**src/rtl/counter_pkg.sv**
```systemverilog
// Shared definitions for the up/down modulo counter.
// Holds the direction encoding, the terminal-value calculation and the
// load-value reduction helper used by counter and counter_step.
package counter_pkg;

  // Direction encoding for the 'up' input.
  localparam logic DIR_UP   = 1'b1;
  localparam logic DIR_DOWN = 1'b0;

  // Widest counter supported; all helpers work in this width.
  localparam int unsigned MAX_WIDTH = 64;

  // Largest value the counter may hold: MOD-1, or all ones when MOD is 0.
  function automatic logic [MAX_WIDTH-1:0] calc_top(input int unsigned n,
                                                    input logic [MAX_WIDTH-1:0] mod);
    logic [MAX_WIDTH-1:0] all_ones;
    all_ones = {MAX_WIDTH{1'b1}} >> (MAX_WIDTH - n);
    if (mod == '0) begin
      return all_ones;
    end
    return mod - 1'b1;
  endfunction

  // Folds a parallel-load value into range; only values at or above a
  // nonzero modulus are changed.
  function automatic logic [MAX_WIDTH-1:0] mod_reduce(input logic [MAX_WIDTH-1:0] val,
                                                      input logic [MAX_WIDTH-1:0] mod);
    if ((mod != '0) && (val >= mod)) begin
      return val % mod;
    end
    return val;
  endfunction

endpackage

```
**src/rtl/counter_step.sv**
```systemverilog
// Combinational step function of the counter.
// Given the current count, direction and terminal value, produces the next
// count and whether that step wraps around (TOP->0 going up, 0->TOP going down).
module counter_step
  import counter_pkg::*;
#(
  parameter int N = 32
) (
  input  logic [N-1:0] cur,
  input  logic         up,
  input  logic [N-1:0] top,
  output logic [N-1:0] next_val,
  output logic         wrap_flag
);

  // Next value and wrap detection; the wrap cases replace the plain +/-1.
  always_comb begin
    next_val  = cur;
    wrap_flag = 1'b0;
    if (up == DIR_UP) begin
      if (cur == top) begin
        next_val  = '0;
        wrap_flag = 1'b1;
      end else begin
        next_val  = cur + 1'b1;
      end
    end else begin
      if (cur == '0) begin
        next_val  = top;
        wrap_flag = 1'b1;
      end else begin
        next_val  = cur - 1'b1;
      end
    end
  end

endmodule

```
**src/rtl/counter.sv**
```systemverilog
// Up/down modulo counter with registered wrap pulse and combinational
// terminal-count flag.
// Optional feature: define COUNTER_LOAD_EN to add the load/load_val
// parallel-load ports; without it, load is treated as never asserted.
// Edge priority is reset, then load, then count enable.
module counter
  import counter_pkg::*;
#(
  parameter int          N   = 32,
  parameter logic [63:0] MOD = 64'd0
) (
  input  logic         clk,
  input  logic         rst,
  input  logic         en,
  input  logic         up,
`ifdef COUNTER_LOAD_EN
  input  logic         load,
  input  logic [N-1:0] load_val,
`endif
  output logic [N-1:0] dout,
  output logic         wrap,
  output logic         tc
);

  localparam logic [MAX_WIDTH-1:0] TOP_FULL = calc_top(N, MOD);
  localparam logic [N-1:0]         TOP      = TOP_FULL[N-1:0];

  logic         load_i;
  logic [N-1:0] load_val_i;
  logic [MAX_WIDTH-1:0] load_wide;
  logic [MAX_WIDTH-1:0] load_reduced;
  logic [N-1:0] load_next;
  logic [N-1:0] step_next;
  logic         step_wrap;

`ifdef COUNTER_LOAD_EN
  assign load_i     = load;
  assign load_val_i = load_val;
`else
  assign load_i     = 1'b0;
  assign load_val_i = '0;
`endif

  // Bring the load value into range so dout never exceeds TOP.
  assign load_wide    = MAX_WIDTH'(load_val_i);
  assign load_reduced = mod_reduce(load_wide, MOD);
  assign load_next    = load_reduced[N-1:0];

  counter_step #(
    .N(N)
  ) u_step (
    .cur      (dout),
    .up       (up),
    .top      (TOP),
    .next_val (step_next),
    .wrap_flag(step_wrap)
  );

  // Count register and wrap pulse: reset, then load, then step; idle clears wrap.
  always_ff @(posedge clk) begin
    if (rst) begin
      dout <= '0;
      wrap <= 1'b0;
    end else if (load_i) begin
      dout <= load_next;
      wrap <= 1'b0;
    end else if (en) begin
      dout <= step_next;
      wrap <= step_wrap;
    end else begin
      wrap <= 1'b0;
    end
  end

  // Terminal count: the next enabled step in the current direction would wrap.
  assign tc = en & (((up == DIR_UP) & (dout == TOP)) |
                    ((up == DIR_DOWN) & (dout == '0)));

endmodule

```
**config.mk**
```make
export PLATFORM = sky130hd
export DESIGN_NAME = counter
export DESIGN_NICKNAME = d
export VERILOG_FILES = /design/src/rtl/counter_pkg.sv /design/src/rtl/counter_step.sv /design/src/rtl/counter.sv
export SDC_FILE = /design/constraint.sdc
export NUM_CORES = 1
export LEC_CHECK = 0
export BUFFER_PORTS_ARGS = -buffer_cell sky130_fd_sc_hd__buf_2
export CORE_ASPECT_RATIO = 0.5
export CORE_UTILIZATION = 55
export DETAILED_ROUTE_END_ITERATION = 12
export PLACE_DENSITY = 0.8
export SETUP_SLACK_MARGIN = 0.2
export SLEW_MARGIN = 20
export SYNTH_ARGS = -nofsm -noshare
export SYNTH_HDL_FRONTEND = slang
export SYNTH_HIERARCHICAL = 1
export SYNTH_SLANG_ARGS = --single-unit
```
**constraint.sdc**
```tcl
create_clock -name clk -period 4.11 [get_ports clk]
set_input_delay 0.822 -clock clk [delete_from_list [all_inputs] [get_ports clk]]
set_output_delay 0.822 -clock clk [all_outputs]
set_load 0.01 [all_outputs]
```
==> Word level (Yosys, flattened, before mapping) <==
Index checks and enable logic that the tools add are counted.
{ "classes": {"n_addsub": 2, "mux": 6, "eq_ne": 1, "multipliers": 0, "n_shift": 0, "n_bitwise": 6, "n_reduce_logical": 2, "n_div": 0, "magnitude_cmp": 0} }
{ "op_table": {"columns": ["op", "n"], "rows": [
  ["$mux 32", 3],
  ["$add 32x1->32 const B", 1],
  ["$eq 32x32->1 const B", 1],
  ["$logic_not 32->1", 1],
  ["$sub 32x1->32 const B", 1],
  ["$and 1x1->1", 3],
  ["$mux 1", 3],
  ["$not 1->1", 2],
  ["$reduce_or 2->1", 1],
  ["$or 1x1->1", 1]
]} }
{ "totals": {"regBits": 33, "rom_bits": 0, "memories": 0, "in_bits": 4, "latch_bits": 0, "ramBits": 0} }

==> Depth between registers and ports, before layout <==
{ "logic_depth": {"ltp_word": 4, "depth_mapped": 13} }

==> By module <==
The synthesis kept the hierarchy.
{ "modules_own_cells": {"columns": ["mod", "area_each_um2", "seq_area_each_um2", "n_inst", "cells_each"], "rows": [
  ["counter_step", 2361.0, 0.0, 1, 364],
  ["counter", 1316.3, 660.6, 1, 131]
]} }

==> Worst setup path after synthesis <==
Ideal clock, no wire load.
{ "synth_path": {"path_type": "in2out", "start": "input port en", "end": "output port tc", "path_slack_ns": 1.574, "stages": 5, "path_buffers": 1, "arrival_time_ns": 1.714, "path_cell_list": "buf_4 > nor4b_2 > and4_1 > nand4_1 > o41ai_2"} }
{ "synth_via": {"elab_chain_len": 1} }
{ "synth_lines": {"columns": ["element", "line_no", "source"], "rows": [
  ["start, declared", "counter.sv:14", "input logic en,"],
  ["$and 1x1->1", "counter.sv:76", "assign tc = en & (((up == DIR_UP) & (dout == TOP)) |"],
  ["end, declared", "counter.sv:22", "output logic tc"]
]} }
Every way passes these cells.

==> Worst setup path after layout <==
{ "layout_path": {"start": "register dout[0]", "end": "register dout[0]"} }
{ "layout_via": {"elab_chain_len": 3} }
{ "layout_lines": {"columns": ["element", "line_no", "source"], "rows": [
  ["start, declared", "counter.sv:20", "output logic [N-1:0] dout,"],
  ["start signal, assigned", "counter.sv:65", "dout <= load_next;"],
  ["start signal, assigned", "counter.sv:68", "dout <= step_next;"],
  ["$sub 32x1->32, or another cell as far along", "counter_step.sv:32", "next_val = cur - 1'b1;"],
  ["$mux 32 (on tied branches)", "counter_step.sv:28, counter_step.sv:21", null],
  ["$mux 32 (*)", "counter_step.sv:20", "if (up == DIR_UP) begin"],
  ["net step_next[0]", "counter.sv:33", "logic [N-1:0] step_next;"]
]} }
The timed path passes the listed nets; every way through them passes the cells marked *.
A chain may end at the register's enable or synchronous reset.

==> impl_metrics.env <==
export IMPL_cts_buffers_inserted=5
export IMPL_ios=38
export IMPL_portBuffers=37
export IMPL_fmax_ghz=0.3210
export IMPL_required_ps=4260
export IMPL_vias_per_cell=5.788
export IMPL_drtIter0Drc=423
export IMPL_cp_cell_sequence="inv_1, ha_1, or4b_1, nand4b_1, or2_2, a21boi_0, o21ai_0, mux2i_1, nor2_1"
export IMPL_fin_nets=566
export IMPL_synth_common_cells="71 x nor2_1, 54 x xor2_1, 34 x mux2i_1, 33 x dfxtp_1, 32 x clkbuf_1"
export IMPL_synthSimpleGateAreaFrac_pct=31.44
export IMPL_syn_area_mm2=0.003677
export IMPL_final_cells=647
export IMPL_post_cts_buffers=0
export IMPL_die_y_um=59.82
export IMPL_synth_fa_ha_area_share_pct=1.021
export IMPL_synth_top_family_by_area="simple AND/OR/NAND/NOR gates"
export IMPL_arrival_ps=3270
export IMPL_dp_cells=640
export IMPL_crit_path_top_delay_cell="or2_2"
export IMPL_async_flop_share_pct=0
export IMPL_initial_core_util_pct=58.78
export IMPL_place_hpwl_um=7020
export IMPL_finClkSkew_ps=7.963
export IMPL_die_area_mm2=0.007037
export IMPL_ys_flop_type="dfxtp_1"
export IMPL_synth_edf_count=0
export IMPL_wl_per_cell_um=15.77
export IMPL_start_kind="register"
export IMPL_dr_pass1_iters=5
export IMPL_synthCells=495
export IMPL_fillCellCount=567
export IMPL_grt_max_degree=36
export IMPL_worstSetupPathType="reg2reg"
export IMPL_dp_slack_ps=1025
export IMPL_rsz0062_at_grt="false"
export IMPL_cts_hold_buf=0
export IMPL_synth_most_common_cell="nor2_1"
export IMPL_gr_total_overflow=0
export IMPL_setup_viol=0
export IMPL_crit_fanout=35
export IMPL_num_vias=3745
export IMPL_maxSlewHeadroom_pct=41.08
export IMPL_grt_usage_pct=30.32
export IMPL_cts_resized=0
export IMPL_slew_viol_final=0
export IMPL_critical_path_max_stage_delay_ps=670
export IMPL_grt_pass1_vias=3136
export IMPL_synthXorXnorAreaFrac_pct=18.82
export IMPL_place_congestion=0.9347
export IMPL_hp_class="reg2reg"
export IMPL_clkLatencyLatePin_ps=290
export IMPL_clk_pin_slew_worst_paths_ps=50
export IMPL_cts_root_buf="clkbuf_16"
export IMPL_drt_total_wl_um=10210
export IMPL_max_slew_worst_pin_slew_ps=883.6
export IMPL_fin_tns_setup_ps=0
export IMPL_synth_compound_area_share_pct=13.81
export IMPL_htree_levels=2
export IMPL_avgSynthCellArea_um2=7.429
export IMPL_cts_path_max_buffers=2
export IMPL_cts_tree="yes"
export IMPL_period_minus_slack_ps=3116
export IMPL_syn_to_final_growth_pct=13.10
export IMPL_diodes=0
export IMPL_yosys_register_bits=33
export IMPL_antenna_found_initial=0
export IMPL_drive_above_1_share_pct=11.63
export IMPL_drtAntennaViolNets=0
export IMPL_muxShareOfSynthArea_pct=9.255
export IMPL_setup_ws_ps=994.4
export IMPL_placed_area_mm2=0.004016
export IMPL_yosysWarnings=6
export IMPL_die_w_um=117.6
export IMPL_crit_path_end_kind="register"
export IMPL_grt_pass1_wl_um=16620
export IMPL_yosys_top_cells_area="dfxtp_1 18%, xor2_1 13%, mux2i_1 9.3%"
export IMPL_clock_sinks=33
export IMPL_synth_distinct_cells=59
export IMPL_drc=0
export IMPL_synth_top_area_cell="dfxtp_1"
export IMPL_cap_violations=0
export IMPL_fp_row_count=20
export IMPL_core_area_mm2=0.006256
export IMPL_synth_seq_area_share_pct=17.97
export IMPL_synth_top_area_share_pct=17.97
export IMPL_hold_viol=0
export IMPL_fin_area_mm2=0.004159
export IMPL_fin_crit_sh_pct=75.80
export IMPL_status="finished clean"
-- per-layer routing --
layer	track usage, %	vias to the layer above	wire [um]
met5	0	-	0
met4	7.509	0	133
met3	6.584	20	882
met2	45.80	148	4271
met1	43.67	1741	4918
li1	-	1836	-
-- state kept, by name, indices dropped and copies added (netlist names) --
signal  cells
dout       32
wrap        1
-- logic make-up after synthesis --
group / Yosys count
xor gates and xnor gates: 79
muxes: 34
DFF: 33
other: 1
buffers and inverters: 62
and+or+nand+nor: 209
AOI/OAI and AO/OA: 74
adders and majority gates: 3
-- worst paths after layout --
| path | from | end | slack [ps] | cells past startpoint |
|---|---|---|---|---|
| setup / recovery | dout[0] | dout[0] | 990 | 9 |
| hold / removal | dout[11] | dout[11] | 650 | 2 |
| setup reg to reg | dout[0] | dout[0] | 990 | 9 |
| hold reg to reg | dout[11] | dout[11] | 650 | 2 |
-- stage by stage --
step | util [%] | hold WS [ps]
detailed placement | 64.20 | 636.4
global placement | 64.20 | 637.6
global route | 66.48 | 727.3
finish | 66.48 | 649.9
CTS | 66.48 | 649.0
floorplan | - | 559.5
-- critical path: cells and delay by family, from the launching register on --
family / cells / cell delay [ps]
simple gates: 4 / 1630
flops: 1 / 460
compound gates: 2 / 420
buf+inv: 1 / 150
fa+ha+maj: 1 / 150
mux: 1 / 150
-- cell type report --
cell class,instances,area [um2],area share (%)
timing repair buffer,40,207.7,4.994
sequential,33,660.6,15.88
multi-input combinational,465,2985,71.78
tap,88,110.1,2.647
inverter,14,52.55,1.264
clock buffer,7,142.6,3.430
-- cell usage in the layout, fill, tap and decap left out, types with 14 or more instances in the layout --
master / netlist / final
buf_2: 10 / 37
conb_1: 1 / 66
dfxtp_1: 33 / 33
inv_1: 14 / 14
mux2i_1: 34 / 34
nand2_1: 26 / 26
nand3_1: 16 / 16
nand4_1: 18 / 18
nor2_1: 71 / 71
nor3_1: 14 / 14
nor4_1: 24 / 24
o21ai_0: 14 / 14
o22ai_1: 23 / 23
xnor2_1: 25 / 25
xor2_1: 54 / 54
Power is not shown: default switching activity piles up to over one toggle a cycle in this logic, so the estimate is an artifact.
